==> config.mk <==
export PLATFORM = sky130hd
export DESIGN_NAME = muldiv_unit
export DESIGN_NICKNAME = d
export VERILOG_FILES = /design/src/rtl/muldiv_unit.sv
export SDC_FILE = /design/constraint.sdc
export NUM_CORES = 2
export LEC_CHECK = 0
export CAP_MARGIN = 25
export CORE_MARGIN = 4
export CORE_UTILIZATION = 39
export CTS_CLUSTER_SIZE = 20
export DETAILED_ROUTE_END_ITERATION = 12
export PLACE_DENSITY = 0.56
export REMOVE_ABC_BUFFERS = 1
export SLEW_MARGIN = 10
export SYNTH_ARGS = -nofsm -noshare
export SYNTH_HDL_FRONTEND = slang
export SYNTH_SLANG_ARGS = --single-unit
==> constraint.sdc <==
create_clock -name clk -period 15.6 [get_ports clk]
set_input_delay 3.12 -clock clk [delete_from_list [all_inputs] [get_ports clk]]
set_output_delay 3.12 -clock clk [all_outputs]
set_load 0.1 [all_outputs]
==> src/rtl/muldiv_unit.sv <==
// muldiv_unit: iterative radix-2 multiply/divide unit implementing RISC-V M
// (and the *W variants when XLEN=64) beside the ALU in the execute stage.
//
// Ports:
//   clk, rst            clock (rising edge), asynchronous active-high reset
//   flush               kill any in-flight operation (branch/jump redirect)
//   in_valid/in_ready   request handshake; in_ready is high only in IDLE
//   in_funct3, in_is_w  operation select (RISC-V funct3, OP-32 flag)
//   in_rs1, in_rs2      operands (dividend/multiplicand, divisor/multiplier)
//   in_rd               destination tag carried through to out_rd
//   out_valid/out_ready result handshake; result and tag held until taken
//   out_result, out_rd  result and its destination tag
//   busy                high while an operation is in CALC or DONE
//
// Timing: the accept edge moves IDLE->CALC (or straight to DONE for the
// divide-by-zero / signed-overflow fast paths). CALC performs one iteration
// per edge and moves to DONE on the edge of its ITER-th iteration, so
// out_valid is seen ITER+1 edges after the request is presented, counting
// the accept edge as the first.
module muldiv_unit #(
  parameter int unsigned XLEN     = 64,
  parameter int unsigned W_OPS_EN = 1,
  parameter int unsigned TAG_W    = 5
) (
  input  logic             clk,
  input  logic             rst,
  input  logic             flush,
  input  logic             in_valid,
  output logic             in_ready,
  input  logic [2:0]       in_funct3,
  input  logic             in_is_w,
  input  logic [XLEN-1:0]  in_rs1,
  input  logic [XLEN-1:0]  in_rs2,
  input  logic [TAG_W-1:0] in_rd,
  output logic             out_valid,
  input  logic             out_ready,
  output logic [XLEN-1:0]  out_result,
  output logic [TAG_W-1:0] out_rd,
  output logic             busy
);

  localparam int unsigned CntW = $clog2(XLEN + 1);
  localparam bit          WEn  = (W_OPS_EN != 0) && (XLEN == 64);

  typedef enum logic [1:0] {StIdle, StCalc, StDone} state_e;

  function automatic logic [XLEN-1:0] sext32(input logic [XLEN-1:0] x);
    logic [XLEN-1:0] y;
    y = x;
    for (int i = 32; i < XLEN; i++) y[i] = x[31];
    return y;
  endfunction

  function automatic logic [XLEN-1:0] zext32(input logic [XLEN-1:0] x);
    logic [XLEN-1:0] y;
    y = '0;
    y[31:0] = x[31:0];
    return y;
  endfunction

  state_e            state_q, state_d;
  logic [CntW-1:0]   cnt_q, cnt_d;
  logic [2:0]        funct3_q, funct3_d;
  logic              w_q, w_d;
  logic              sa_q, sa_d;     // rs1 was negative (signed interpretation)
  logic              sb_q, sb_d;     // rs2 was negative (signed interpretation)
  logic [2*XLEN-1:0] a_q, a_d;       // mul: shifting multiplicand; div: divisor
  logic [XLEN-1:0]   b_q, b_d;       // mul: shifting multiplier; div: dividend/quotient
  logic [2*XLEN-1:0] acc_q, acc_d;   // mul: product; div: partial remainder
  logic [XLEN-1:0]   result_q, result_d;
  logic [TAG_W-1:0]  rd_q, rd_d;

  // Accept-time decode
  logic              w_eff, sgn_a, sgn_b, neg_a, neg_b, div_zero, div_ovf;
  logic [XLEN-1:0]   ext_a, ext_b, mag_a, mag_b, min_neg, fast_res;
  // Iteration datapath
  logic [XLEN:0]     rem_sh;
  logic              rem_ge;
  logic [XLEN-1:0]   rem_nx, b_nx, quo, rem, res;
  logic [2*XLEN-1:0] acc_nx, a_nx, prod;
  logic [CntW-1:0]   iter_last;

  always_comb begin
    w_eff = WEn && in_is_w && ((in_funct3 == 3'b000) || in_funct3[2]);
    // MUL low bits are sign-agnostic, so it goes down the signed path.
    sgn_a = (in_funct3 != 3'b011) && (in_funct3 != 3'b101) && (in_funct3 != 3'b111);
    sgn_b = (in_funct3 == 3'b000) || (in_funct3 == 3'b001) ||
            (in_funct3 == 3'b100) || (in_funct3 == 3'b110);
    ext_a = in_rs1;
    ext_b = in_rs2;
    if (w_eff) begin
      ext_a = sgn_a ? sext32(in_rs1) : zext32(in_rs1);
      ext_b = sgn_b ? sext32(in_rs2) : zext32(in_rs2);
    end
    neg_a = sgn_a && ext_a[XLEN-1];
    neg_b = sgn_b && ext_b[XLEN-1];
    mag_a = neg_a ? -ext_a : ext_a;
    mag_b = neg_b ? -ext_b : ext_b;

    min_neg  = w_eff ? ({XLEN{1'b1}} << 31) : (XLEN'(1) << (XLEN - 1));
    div_zero = in_funct3[2] && (ext_b == '0);
    div_ovf  = in_funct3[2] && !in_funct3[0] && (ext_a == min_neg) && (ext_b == '1);
    if (div_zero) fast_res = in_funct3[1] ? ext_a : '1;
    else          fast_res = in_funct3[1] ? '0 : ext_a;
    if (w_eff) fast_res = sext32(fast_res);
  end

  always_comb begin
    iter_last = w_q ? CntW'(31) : CntW'(XLEN - 1);

    // Restoring division step: shift in next dividend bit, subtract if it fits.
    rem_sh = {acc_q[XLEN-1:0], b_q[XLEN-1]};
    rem_ge = rem_sh >= {1'b0, a_q[XLEN-1:0]};
    rem_nx = rem_ge ? XLEN'(rem_sh - {1'b0, a_q[XLEN-1:0]}) : rem_sh[XLEN-1:0];

    if (funct3_q[2]) begin
      acc_nx = {{XLEN{1'b0}}, rem_nx};
      a_nx   = a_q;
      b_nx   = {b_q[XLEN-2:0], rem_ge};
    end else begin
      acc_nx = b_q[0] ? acc_q + a_q : acc_q;
      a_nx   = a_q << 1;
      b_nx   = b_q >> 1;
    end

    prod = (sa_q ^ sb_q) ? -acc_nx : acc_nx;
    quo  = (sa_q ^ sb_q) ? -b_nx : b_nx;
    rem  = sa_q ? -acc_nx[XLEN-1:0] : acc_nx[XLEN-1:0];
    unique case (funct3_q)
      3'b000:                 res = prod[XLEN-1:0];
      3'b001, 3'b010, 3'b011: res = prod[2*XLEN-1:XLEN];
      3'b100, 3'b101:         res = quo;
      default:                res = rem;
    endcase
    if (w_q) res = sext32(res);
  end

  always_comb begin
    state_d  = state_q;
    cnt_d    = cnt_q;
    funct3_d = funct3_q;
    w_d      = w_q;
    sa_d     = sa_q;
    sb_d     = sb_q;
    a_d      = a_q;
    b_d      = b_q;
    acc_d    = acc_q;
    result_d = result_q;
    rd_d     = rd_q;

    unique case (state_q)
      StIdle: begin
        if (in_valid && !flush) begin
          funct3_d = in_funct3;
          w_d      = w_eff;
          sa_d     = neg_a;
          sb_d     = neg_b;
          rd_d     = in_rd;
          cnt_d    = '0;
          acc_d    = '0;
          if (in_funct3[2]) begin
            a_d = {{XLEN{1'b0}}, mag_b};
            // W divides run 32 steps, so park the 32-bit dividend at the top.
            b_d = w_eff ? (mag_a << (XLEN - 32)) : mag_a;
          end else begin
            a_d = {{XLEN{1'b0}}, mag_a};
            b_d = mag_b;
          end
          if (div_zero || div_ovf) begin
            result_d = fast_res;
            state_d  = StDone;
          end else begin
            state_d = StCalc;
          end
        end
      end
      StCalc: begin
        acc_d = acc_nx;
        a_d   = a_nx;
        b_d   = b_nx;
        if (cnt_q == iter_last) begin
          cnt_d    = '0;
          result_d = res;
          state_d  = StDone;
        end else begin
          cnt_d = cnt_q + 1'b1;
        end
      end
      StDone: begin
        if (out_ready) state_d = StIdle;
      end
      default: state_d = StIdle;
    endcase

    if (flush) begin
      state_d  = StIdle;
      cnt_d    = '0;
      result_d = result_q;
    end
  end

  always_ff @(posedge clk or posedge rst) begin
    if (rst) begin
      state_q  <= StIdle;
      cnt_q    <= '0;
      funct3_q <= '0;
      w_q      <= 1'b0;
      sa_q     <= 1'b0;
      sb_q     <= 1'b0;
      a_q      <= '0;
      b_q      <= '0;
      acc_q    <= '0;
      result_q <= '0;
      rd_q     <= '0;
    end else begin
      state_q  <= state_d;
      cnt_q    <= cnt_d;
      funct3_q <= funct3_d;
      w_q      <= w_d;
      sa_q     <= sa_d;
      sb_q     <= sb_d;
      a_q      <= a_d;
      b_q      <= b_d;
      acc_q    <= acc_d;
      result_q <= result_d;
      rd_q     <= rd_d;
    end
  end

  assign in_ready   = (state_q == StIdle);
  assign out_valid  = (state_q == StDone);
  assign busy       = (state_q != StIdle);
  assign out_result = result_q;
  assign out_rd     = rd_q;

endmodule

======== Word-level counts from Yosys, hierarchy flattened ========
Cells that the tools add are included.
storage, ports and cells
  bits of input ports ..................... 142
  flip-flop bits (word level) ............. 404
  word-level logic and storage cells ...... 122
cells by class
  equal/unequal tests ..................... 23
  bitwise operators ....................... 2
  order comparisons ....................... 1
  muxes and demuxes ....................... 45
  $add $sub $neg .......................... 8
  reductions and logical operators ........ 32
operator list
  operator                                               number
  two-way mux 64 bit                                     22
  two-way mux 128 bit                                    6
  one-hot mux 128 bit (2 select lines)                   2
  negator 64 bit                                         4
  one-hot mux 64 bit (2 select lines)                    2
  one-hot mux 64 bit (3 select lines)                    1
  adder 128 bit                                          1
  negator 128 bit                                        1
  >= comparator 65 x 64 -> 1 bit                         1
  == test 64 bit                                         1
  == test 64 bit, second input constant                  1
  zero test 64 bit                                       1
  subtractor 64 bit                                      1
  two-way mux 63 bit                                     1
  two-way mux 7 bit                                      3
  one-hot mux 7 bit (2 select lines)                     1
  == test 3 bit, second input constant                   4
  logical AND 1 bit                                      10
  two-way mux 2 bit                                      5
  inequality test 3 x 2 -> 1 bit, second input constant  3
  inequality test 3 bit, second input constant           3
  adder 7 x 1 -> 7 bit, second input constant            1
  == test 7 x 6 -> 1 bit                                 1
  == test 3 x 1 -> 1 bit, second input constant          2
  20 further kinds                                       33

======== Logic depth before layout (Yosys ltp) ========
  depth in word-level cells ............... 13
  depth in mapped cells ................... 32
  depth with buffers taken out ............ 26

======== Least setup slack after synthesis ========
OpenSTA, ideal clock, no wires.
  kind .................................... input to register
  from .................................... input in_rs2[13]
  to ...................................... register result_q[15] (netlist: out_result[15])
  stages on the path ...................... 18
  slack ................................... 8.508 ns
  arrival ................................. 7.020 ns
  library setup time ...................... 0.073 ns
  buffers on the path ..................... 4
  path through ............................ or4_1 > nor4_1 > and3_1 > nand2_1 > or2_2 > clkbuf_1 > nor2_1 > nand2_1 > nor3_1 > clkbuf_1 > clkbuf_1 > buf_1 > nand2_1 > nand2_1 > o21ai_0 > a21oi_1 > a21oi_1 > nor2_1
on the way
  cells in the longest elaborated chain, start to end .. 9
  elaborated cells between the ends (all ways) .. 14
ends and longest elaborated chain
  what                                 line  RTL
  from (decl)                          33    input logic [XLEN-1:0] in_rs2,
  two-way mux 64 bit                   93    ext_b = sgn_b ? sext32(in_rs2) : zext32(in_rs2);
  two-way mux 64 bit *                 91    if (w_eff) begin
  zero test 64 bit                     101   div_zero = in_funct3[2] && (ext_b == '0);
  logical AND 1 bit                    101
  two-way mux 64 bit                   103   if (div_zero) fast_res = in_funct3[1] ? ext_a : '1;
  two-way mux 64 bit                   105   if (w_eff) fast_res = sext32(fast_res);
  two-way mux 64 bit                   169   if (div_zero || div_ovf) begin
  two-way mux 64 bit                   153   if (in_valid && !flush) begin
  one-hot mux 64 bit (2 select lines)  151   unique case (state_q)
  to (signal assigned)                 225   result_q <= result_d;
  to (decl)                            70    logic [XLEN-1:0] result_q, result_d;
Every way passes the cells marked *; elsewhere a longest branch is shown, timed or not. The select of a mux whose other input is x is not followed.
A chain may end at the register's enable or synchronous reset.

======== Worst setup path in the final report ========
  from .................................... register a_q[46]
  to ...................................... register result_q[48] (netlist: out_result[48])
on the way
  cells in the longest elaborated chain, start to end .. 9
  elaborated cells between the ends (all ways) .. 17
ends and longest elaborated chain
  what                                                       line      RTL
  from (decl)                                                67        logic [2*XLEN-1:0] a_q, a_d;
  from (signal assigned)                                     210       a_q <= '0;
  from (signal assigned)                                     222       a_q <= a_d;
  adder 128 bit (tied with other cells)                      121       acc_nx = b_q[0] ? acc_q + a_q : acc_q;
  two-way mux 128 bit or two-way mux 64 bit (tied branches)  121, 114
  two-way mux 128 bit                                        116       if (funct3_q[2]) begin
  negator 128 bit or negator 64 bit (tied branches)          126, 128
  two-way mux 128 bit or two-way mux 64 bit (tied branches)  126, 128
  one-hot mux 64 bit (3 select lines) *                      129       unique case (funct3_q)
  two-way mux 64 bit *                                       135       if (w_q) res = sext32(res);
  two-way mux 64 bit *                                       181       if (cnt_q == iter_last) begin
  one-hot mux 64 bit (2 select lines) *                      151
Marks and branches as above.

==> summary by stage <==
Worst setup path
The required time at the endpoint of the critical path is 16.15 ns. The critical path ends at out_result[48]$_DFFE_PP0P_. The capturing element type of the critical path is a flop. The reg-to-reg setup timing slack is 6.98 ns. Along the worst path, the maximum fanout reaches 29. The origin of the critical flop-to-flop path is a_q[46]$_DFFE_PP0P_. The worst register-to-register path has a depth of 27. In this run the critical register-to-register path is captured at out_result[48]$_DFFE_PP0P_.

STA classifies the critical path startpoint as a flop. The endpoint arrival time on the critical path is 9.18 ns. The critical path launch point is a_q[46]$_DFFE_PP0P_. The critical path in this run is classified as flop to flop.

Layout
Summing all flip-flop and latch instances after layout gives 10100 sq um. Summing all non-filler instances in the final layout gives an area of 53700 sq um. The number of filler cells placed in the layout is 12762.

Cells with a size suffix above 1 make up under 10% of the layout. In the final design database the tool counted 7015 nets. The signed area change from the synthesized netlist to the final layout is 11.3%. The multi-input combinational cells in the finished layout cover a total of 35800 sq um.

Yosys
Summing every instance area after synthesis gives 48200 sq um. The most used flip-flop cell after synthesis is dfrtp_1. The distinct cell type count after synthesis is 117. The number of enable-type register cells in the synthesized netlist is 0.

The synthesized design spends more area on one cell type than any other, namely dfrtp_1. Counting every instance in the synthesized netlist gives about 6700. The synthesized area divided by synthesized cell count is 7.17 sq um. Ranked by instance count, the synthesized netlist is headed by nand2_1, a21oi_1, o21ai_0, nor2_1, dfrtp_1. Yosys instantiated no cell more often than nand2_1. The fraction of the yosys area taken by sequential cells is between 20% and 30%. During synthesis, Yosys emitted a total of 0 warnings.

The proportion of register bits with asynchronous set or reset after synthesis is 100%. The top cell type by area accounts for about a fifth of the synthesized area. Counting flops and latches in the post-synthesis netlist gives around 400.

By area the synthesized netlist is led by dfrtp_1, a21oi_1, o21ai_0, nand2_1, ha_1.

Detailed routing
In the final routed layout, each cell accounts on average for 30.5 microns. In the detailed route, the total length drawn on met2 is 101000 microns. The remaining routing DRC violations is 0. The count of TritonRoute iterations in the first routing pass is 6. For this block, the routed nets add up to 255000 microns of wire. In this run, the number of DRC markers left after iteration 0 of detailed routing was between 7000 and 8000. The routed wire length on met3 is 30300 microns. Summing over every cut layer, the via total after detailed routing is 56428. Signal routing reaches up to met5. Once detail routing completed, the nets flagged for antenna violations numbered 0. The detailed-route vias per instance is 6.76. The routed length on met1 is 110000 microns.

CTS
The clock reaches the later pin of the worst-skew pair after 0.69 ns. The library cell used as clock root buffer is clkbuf_16. Clock-pin slew was measured on the worst setup and hold paths at around 0.060 ns. TritonCTS built the clock tree. The number of setup buffers added after CTS is 0.

The number of sinks driven by the clock tree is 404. The number of clock buffers inserted by TritonCTS is 54. The clock passes through at most 3 buffers. The clock tree synthesis step divided the H-tree into 2 levels. The total of cells resized after clock tree synthesis is 0. The count of hold buffers inserted by post-cts repair is 0.

Placement
The count of input and output buffers is 213. The HPWL reported at the end of detailed placement is 199000 microns. The weighted congestion at the end of routability-driven global placement is 1.02.

The post-place instance area is 51800 sq um.

STA
Setup violations remaining at the end of the flow were counted as 0. Adding up every negative setup slack in the final design gives 0 ns. Setup repair after global routing left no endpoint under its margin.

The worst path uses 55.3% of the clock period. The pin slew with the least headroom to its limit is 1.27 ns. For the final database, setup skew stands at 0.0430 ns. The maximum clock frequency is 116 MHz. After layout, the minimum clock period comes to roughly 8.6 ns.

The number of pins with negative max-slew slack in the final report was 0. Measured against its own limit, the worst slew margin works out to 14.0%. The number of hold-slack violations in the final timing report is 0.

Outcome
The run finished with clean final reports.

GRT
The overall overflow remaining after global route is 0. The initial antenna violation count is 10. The number of global-route vias before repair is 51803. The maximum number of pins on one net before global-route repair is approximately 140. In the global route stage, overall resource usage came out at approximately 37%. The wire length of the first global-routing pass is approximately 370000 microns.

Power and ir drop
Overall power consumption after layout is estimated at 12.4 mW. The standby leakage power is roughly 21 nW. For this design the ratio of total power to cell area is 230 nW/um^2. IR analysis of the VDD net gives a maximum drop of 0.161 mV.

Worst hold path
The cell count of the worst hold path is 2. The min-delay analysis places its worst path in the category flop to flop.

Die
The floorplan step defined a core boundary enclosing 122000 sq um. The starting utilization of the core area is 39.4%. Measured along the y axis, the die boundary spans approximately 360 microns.

The count of boundary I/O pins is between 200 and 250. The overall die width is roughly 360 microns. The initialized floorplan defines 128 standard-cell rows. The die covers 129000 sq um.

Job
The number of max-capacitance violations reported is 0.
[flip-flops by register name, summed over array words and instances, names as in the netlist]
name        flops
sa_q            1
state_q         2
acc_q         128
funct3_q        3
w_q             1
out_result     64
out_rd          5
sb_q            1
cnt_q           7
b_q            64
a_q           128
[metrics by stage]
step / hold slack [ns] / util, % / setup slack [ns] / instances
final: 0.474 / 43.9 / 6.98 / 8346
after CTS: 0.484 / 43.8 / 7.10 / 8331
after detailed placement: 0.470 / 42.3 / 6.39 / 8233
after global placement: 0.458 / 42.2 / 6.48 / 8218
after floorplan: 0.470 / - / 0.751 / 6253
after global routing: 0.495 / 43.9 / 6.72 / 8342
[how the worst min path moves through the flow]
stage,start,to,slack (ns)
after floorplan,acc_q[103]$_DFFE_PP0P_,acc_q[103]$_DFFE_PP0P_,0.47
after global placement,out_rd[2]$_DFFE_PP0P_,out_rd[2]$_DFFE_PP0P_,0.46
after detailed placement,out_rd[1]$_DFFE_PP0P_,out_rd[1]$_DFFE_PP0P_,0.47
after CTS,out_rd[0]$_DFFE_PP0P_,out_rd[0]$_DFFE_PP0P_,0.48
after global routing,out_rd[0]$_DFFE_PP0P_,out_rd[0]$_DFFE_PP0P_,0.50
final,out_rd[0]$_DFFE_PP0P_,out_rd[0]$_DFFE_PP0P_,0.47
[area by class of cell]
cell class,count,area share (%)
Sequential cell,404,18.8
Clock buffer,75,2.83
Tap cell,1625,3.79
Inverter,143,1.02
Clock inverter,23,0.543
Multi-Input combinational cell,5706,66.8
Antenna cell,4,0.0186
Timing Repair Buffer,366,6.19
[where the power goes]
group          total, mW  switching (mW)  leakage [nW]  internal [mW]
clock               1.33           0.569         0.866          0.765
sequential          1.95           0.580          5.19           1.37
combinational       9.06            6.36          15.1           2.70
total               12.4            7.51          21.1           4.84
[placed cells by master, fill, tap and decap left out, drive strengths merged, types with 114 or more instances in the layout]
cell / instances
dfrtp: 404
nor2: 602
nor3: 164
nand2: 833
ha: 196
a211oi: 138
inv: 145
xor2: 187
nand4: 136
buf: 145
clkdlybuf4s50: 211
nand3: 196
o211ai: 114
o21ai: 660
a21oi: 670
mux2i: 117
xnor2: 196
[logic make-up (layout without fill, tap and decap cells)]
kind of cell    Yosys count  after routing  synth area share, %
compound gates         2541           2541                 34.5
other cells               0              4                    0
buf+inv                 619            607                 5.09
fa+ha+maj               251            251                 6.27
xor+xnor                384            384                 7.00
flops                   404            404                 21.0
simple gates           2387           2387                 23.2
mux                     143            143                 3.03
[worst max-delay path, stage by stage (launching register included)]
cell	delay, ns
dfrtp_1	0.50
inv_1	0.13
ha_1	0.40
a21oi_1	0.32
o21ai_1	0.13
a21oi_1	0.30
o31ai_1	0.24
a211o_2	0.60
nor2_2	0.21
buf_4	0.45
nand2_1	0.36
o21ai_0	0.25
ha_1	0.25
nand2_1	0.08
nor4b_1	0.91
nand2_1	0.22
nor2_1	0.38
nand3_1	0.21
nor3_1	0.60
nand2_1	0.25
nand2_1	0.15
xnor2_1	0.07
o21ai_0	0.14
o21ai_0	0.11
a311o_1	0.34
o21ai_0	0.41
a21oi_1	0.15
mux2_2	0.32
[routing by layer]
layer  vias up  track usage [%]
li1      25115                -
met1     27353             53.3
met2      3440             52.3
met3       516             9.84
met4         4             16.7
met5         -                0
(Power assumes the default switching activity.)
